## config.mk

```make
export PLATFORM = sky130hd
export DESIGN_NAME = regfile_sb
export DESIGN_NICKNAME = d
export VERILOG_FILES = /design/src/rtl/regfile_sb.sv
export SDC_FILE = /design/constraint.sdc
export NUM_CORES = 2
export LEC_CHECK = 0
export BUFFER_PORTS_ARGS = -buffer_cell sky130_fd_sc_hd__buf_2
export CORE_AREA = 4 4 515 390
export CTS_BUF_LIST = sky130_fd_sc_hd__clkbuf_8
export CTS_CLUSTER_SIZE = 14
export DETAILED_ROUTE_END_ITERATION = 12
export DIE_AREA = 0 0 519 394
export GPL_TIMING_DRIVEN = 1
export PLACE_DENSITY = 0.44
export REMOVE_ABC_BUFFERS = 1
export SYNTH_ARGS = -nofsm -noshare
export SYNTH_HDL_FRONTEND = slang
export SYNTH_SLANG_ARGS = --single-unit
```

## constraint.sdc

```tcl
create_clock -name clk -period 5 [get_ports clk]
set_clock_uncertainty 0.05 [all_clocks]
set_input_delay 0 -clock clk [delete_from_list [all_inputs] [get_ports clk]]
set_output_delay 0 -clock clk [all_outputs]
set_load 0.1 [all_outputs]
```

## src/rtl/regfile_sb.sv

```systemverilog
// Register file with a per-register busy scoreboard, two combinational read ports, and write-through bypass.
// Latency: reads are zero-cycle; writes, busy updates, busy_cnt and sb_err take effect at the next rising edge.
// Backpressure: none; the block never stalls and reports hazards through rd_busy1/rd_busy2.
module regfile_sb #(
    parameter int DATA_W  = 32,
    parameter int ADDR_W  = 5,
    parameter int ZERO_R0 = 1
) (
    input  logic              clk,
    input  logic              rst_n,
    input  logic [ADDR_W-1:0] rd_addr1,
    input  logic [ADDR_W-1:0] rd_addr2,
    output logic [DATA_W-1:0] rd_data1,
    output logic [DATA_W-1:0] rd_data2,
    output logic              rd_busy1,
    output logic              rd_busy2,
    input  logic              wr_en,
    input  logic [ADDR_W-1:0] wr_addr,
    input  logic [DATA_W-1:0] wr_data,
    input  logic              iss_en,
    input  logic [ADDR_W-1:0] iss_addr,
    output logic [ADDR_W:0]   busy_cnt,
    output logic              sb_err
);
    localparam int DEPTH = 2**ADDR_W;

    logic [DATA_W-1:0] regs_q [DEPTH];
    logic [DATA_W-1:0] regs_d [DEPTH];
    logic [DEPTH-1:0]  busy_q;
    logic [DEPTH-1:0]  busy_d;
    logic [ADDR_W:0]   busy_cnt_q;
    logic [ADDR_W:0]   busy_cnt_d;
    logic              sb_err_q;
    logic              sb_err_d;

    // Effective strobes: index 0 is inert when hardwired to zero.
    logic wr_act;
    logic iss_act;
    logic wr_byp;

    // Qualify strobes; the bypass is disabled while reset is held so reads show stored state.
    always_comb begin
        wr_act  = wr_en  && !((ZERO_R0 != 0) && (wr_addr  == '0));
        iss_act = iss_en && !((ZERO_R0 != 0) && (iss_addr == '0));
        wr_byp  = wr_act && rst_n;
    end

    function automatic logic [DATA_W-1:0] read_data(input logic [ADDR_W-1:0] a);
        logic [DATA_W-1:0] v;
        v = regs_q[a];
        if (wr_byp && (wr_addr == a)) v = wr_data;
        if ((ZERO_R0 != 0) && (a == '0)) v = '0;
        return v;
    endfunction

    // A same-cycle write resolves the hazard unless the same index is being re-issued.
    function automatic logic read_busy(input logic [ADDR_W-1:0] a);
        logic b;
        b = busy_q[a];
        if (wr_byp && (wr_addr == a) && !(iss_act && (iss_addr == a))) b = 1'b0;
        if ((ZERO_R0 != 0) && (a == '0)) b = 1'b0;
        return b;
    endfunction

    // Read ports: combinational from current state plus the in-flight write.
    always_comb begin
        rd_data1 = read_data(rd_addr1);
        rd_data2 = read_data(rd_addr2);
        rd_busy1 = read_busy(rd_addr1);
        rd_busy2 = read_busy(rd_addr2);
    end

    // Next state: write data, clear-then-set busy so a same-index issue wins, recount, sticky error.
    always_comb begin
        regs_d = regs_q;
        if (wr_act) regs_d[wr_addr] = wr_data;

        busy_d = busy_q;
        if (wr_act)  busy_d[wr_addr]  = 1'b0;
        if (iss_act) busy_d[iss_addr] = 1'b1;

        busy_cnt_d = '0;
        for (int i = 0; i < DEPTH; i++) begin
            busy_cnt_d = busy_cnt_d + {{ADDR_W{1'b0}}, busy_d[i]};
        end

        sb_err_d = sb_err_q | (wr_act & ~busy_q[wr_addr]);
    end

    // State registers; synchronous reset overrides every simultaneous write or issue.
    always_ff @(posedge clk) begin
        if (!rst_n) begin
            for (int i = 0; i < DEPTH; i++) begin
                regs_q[i] <= '0;
            end
            busy_q     <= '0;
            busy_cnt_q <= '0;
            sb_err_q   <= 1'b0;
        end else begin
            for (int i = 0; i < DEPTH; i++) begin
                regs_q[i] <= regs_d[i];
            end
            busy_q     <= busy_d;
            busy_cnt_q <= busy_cnt_d;
            sb_err_q   <= sb_err_d;
        end
    end

    assign busy_cnt = busy_cnt_q;
    assign sb_err   = sb_err_q;

endmodule

```

==> metrics.csv <==
stage,metric,value,unit
worst_hold_path,timing.hold.worst.class,input port to flop,
timing,hold_ws,0.0468,ns
clocking,htreeDepth,4,
timing,timing_worst_slew_pin_value,1.39,ns
global_routing,grt_usage,24.8,%
timing,maxSlewHeadroom,6.24,%
worst_setup_path,cp-end-kind,flop,
die,floorplan.initialDensity,29.9,%
run,timing.max_cap.violations,0,
die,pin_count,129,
timing,rsz_0062_raised_after_global_routing,true,
worst_setup_path,critical_path_class,input port to flop,
detailed_routing,ant_nets,0,
synth,seq_area_frac_synth,36.4,%
cells_and_area,drive_gt1_share,18.2,%
worst_setup_path,crit_fanout,5,
timing,final_setup_violations,0,
timing,totalNegativeSetupSlack,0,ns
global_routing,grt_pass1_vias,49253,
clocking,worst_setup_hold_path_clk_slew,0.07,ns
detailed_routing,firstDrtPassIters,7,
synth,yosys_register_bits,1063,
detailed_routing,initialDrtViolationCount,5429,
global_routing,grt_antenna_before_repair,11,
worst_setup_path,timing.critical_path.required,5.77,ns
timing,timing_max_transition_violations_final,0,
detailed_routing,vias_per_cell,5.62,
detailed_routing,drt_wl_total,263,mm
worst_setup_path,worst_ep_arrival_time,5.73,ns
timing,min_period,4.96,ns
synth,cell_area_after_synthesis,0.0585,mm²
clocking,root_buffer,clkbuf_8,
worst_setup_path,setup.worst_path.start_class,input port,
timing,worst_slack,0.0418,ns
die,core_area,0.196,mm²
pwr,power_per_cell_area,294,mW/mm²
synth,synth-async-reset-ratio,0,%
placed_design,portBuffers,128,
run_status,result_of_the_run,completed,
synth,cell_type_with_the_highest_aggregate_area_in_the_netlist,dfxtp_1,
timing,period_share,99.2,%
detailed_routing,remaining_drc_errors,0,
synth,synth_top_cells_by_area,"dfxtp_1, mux4_2, nand2_1, a21boi_0, mux2i_1",
synth,synth_area_per_cell,9.14,µm²
pwr,ir_worst_vdd,0.000306,V
synth,yosys_warnings,0,
synth,synth_enable_flop_cells,0,
die,die_w,519,µm
cells_and_area,layout-area-overhead-vs-synth,13.3,%
clocking,clkSinkCount,1063,
synth,synth_largest_type_area_fraction,36.4,%
clocking,cts_tree,yes,
clocking,clock_insertion_delay_at_the_later_pin_of_the_skew_report,0.95,ns
placed_design,dp_worst_setup_slack,-0.641,ns
synth,synthesis.instances,6396,
die,die_h,394,µm
placed_design,dp.final_hpwl,159,mm
die,floorplan.rows,141,
timing,maxClockFrequency,202,MHz
timing,final_hold_viol_count,0,
synth,synth_cell_type_count,71,
clocking,cts-root-to-sink-buffers,3,
global_routing,maximum_number_of_pins_on_one_net_before_global_route_repair,242,
global_routing,grt_first_pass_wirelength,372,mm
cells_and_area,nNetsFinal,6461,
detailed_routing,route.vias.total,51046,
pwr,leakage,22.5,nW
clocking,clock_buffer_count_from_cts,181,
die,dieArea,0.204,mm²
synth,synthFlopType,dfxtp_1,
placed_design,gp_congestion,0.897,
global_routing,overflow,0,
detailed_routing,routed_wire_length_per_instance,28.9,µm
-- metal layers --
metal / up-vias / wire length (µm) / track usage, %
met5: - / 14 / 0
li1: 22497 / - / -
met2: 2247 / 112000 / 36.6
met3: 404 / 21400 / 4.98
met4: 4 / 7160 / 6.94
met1: 25894 / 122000 / 36.6
-- kinds of logic after synthesis --
group	share of synthesized area, %
xor gates and xnor gates	0.329
and+or+nand+nor	15.6
buffers and inverters	6.01
muxes	20.9
DFF	36.4
AOI/OAI and AO/OA	19.8
adders and majority gates	0.971
-- flip-flops by register name, indices dropped and copies added, names as in the netlist --
register and count:
busy_cnt 6, busy_q 32, sb_err 1, regs_q 1024
-- Yosys cell counts (7+ instances only) --
library cell  count
nand2_1        2080
dfxtp_1        1063
a21boi_0        684
clkbuf_1        435
mux4_2          375
mux2i_1         336
a21boi_1        309
buf_2           160
a221oi_1        131
o211ai_1        106
and2_1           56
o22a_1           51
buf_4            49
o31ai_1          48
a31oi_1          47
nor2_1           36
nor2b_1          34
inv_1            32
mux2_2           27
a22oi_1          26
o22ai_1          25
buf_6            24
fa_1             24
nor3_1           17
xor2_1           16
nand3_1          15
o311a_1          13
o221ai_1         12
nand2b_1         11
o21ai_0          11
a21oi_1          10
buf_12           10
o2111ai_1         9
ha_1              7
nor3_2            7
nor3b_1           7
-- worst paths after layout --
check,start,to,slack (ns),cells after the start
setup / recovery,wr_addr[2],busy_cnt[4]$_SDFF_PN0_,0.04,21
hold / removal,wr_addr[0],busy_q[1]$_SDFF_PN0_,0.05,8
hold reg to reg,regs_q[436]$_SDFFE_PN0P_,regs_q[436]$_SDFFE_PN0P_,0.41,2
setup reg to reg,busy_q[17]$_SDFF_PN0_,busy_cnt[4]$_SDFF_PN0_,0.09,17
-- report_power, final --
group / internal [W] / switching, W
combinational: 0.000780 / 0.00195
sequential: 0.00854 / 0.0000509
clock: 0.00424 / 0.00392
total: 0.0136 / 0.00591
-- area by class of cell --
class,instances,area (µm²)
well taps,2574,3220
flip-flops and latches,1063,21300
inverters,32,120
diodes,9,22.5
clock inverters,78,368
fillers,20083,130000
repair buffers,487,3870
multi-input cells,4609,34200
clock buffers,236,3250
-- timing repair --
action	CTS	global route
hold buffers	70	4
setup endpoints to repair	1	4
gates cloned	0	0
hold endpoints to repair	1027	4
buffers inserted	0	0
resized for setup	4	23
pin swaps	2	4
-- critical path: stages --
cell,delay (ns)
buf_2,0.18
dlygate4sd3_1,0.74
nor2_2,0.25
nand2_2,0.09
a32o_2,0.26
fa_1,0.55
inv_1,0.06
fa_1,0.45
fa_1,0.51
inv_2,0.04
fa_1,0.53
inv_1,0.05
fa_1,0.44
fa_1,0.51
inv_2,0.05
ha_4,0.16
fa_2,0.33
a21o_1,0.19
a21oi_2,0.13
xnor2_1,0.07
and2_1,0.14
-- cell usage in the layout, fill, tap and decap left out, types with 9 or more instances in the layout --
| cell type | synthesis | final |
|---|---|---|
| a21boi_0 | 684 | 684 |
| a21boi_1 | 309 | 309 |
| a221oi_1 | 131 | 131 |
| a22oi_1 | 26 | 22 |
| a31oi_1 | 47 | 47 |
| and2_1 | 56 | 54 |
| buf_12 | 10 | 20 |
| buf_2 | 160 | 115 |
| buf_4 | 49 | 274 |
| clkbuf_8 | 0 | 236 |
| dfxtp_1 | 1063 | 1062 |
| diode_2 | 0 | 9 |
| dlygate4sd3_1 | 0 | 68 |
| fa_1 | 24 | 22 |
| inv_1 | 32 | 91 |
| mux2_2 | 27 | 27 |
| mux2i_1 | 336 | 336 |
| mux4_2 | 375 | 375 |
| nand2_1 | 2080 | 2056 |
| nand2_2 | 1 | 25 |
| nand3_2 | 3 | 14 |
| nor2_1 | 36 | 15 |
| nor2_4 | 0 | 19 |
| nor2b_1 | 34 | 34 |
| nor3_1 | 17 | 13 |
| o2111ai_1 | 9 | 9 |
| o211ai_1 | 106 | 106 |
| o21ai_0 | 11 | 11 |
| o221ai_1 | 12 | 12 |
| o22a_1 | 51 | 51 |
| o22ai_1 | 25 | 25 |
| o311a_1 | 13 | 13 |
| o31ai_1 | 48 | 48 |
| xor2_1 | 16 | 16 |
-- metrics by stage --
stage	cell area (µm²)	util (%)	std cells	total power (W)
2_1_floorplan	55100	-	5704	0.0100
3_3_place_gp	61800	31.6	8694	0.0114
3_5_place_dp	61800	31.6	8694	0.0114
4_1_cts	66200	33.8	9078	0.0196
5_1_grt	66300	33.8	9085	0.0201
6_report	66300	33.8	9088	0.0195
Note: power is estimated with default switching activity, not from simulation.
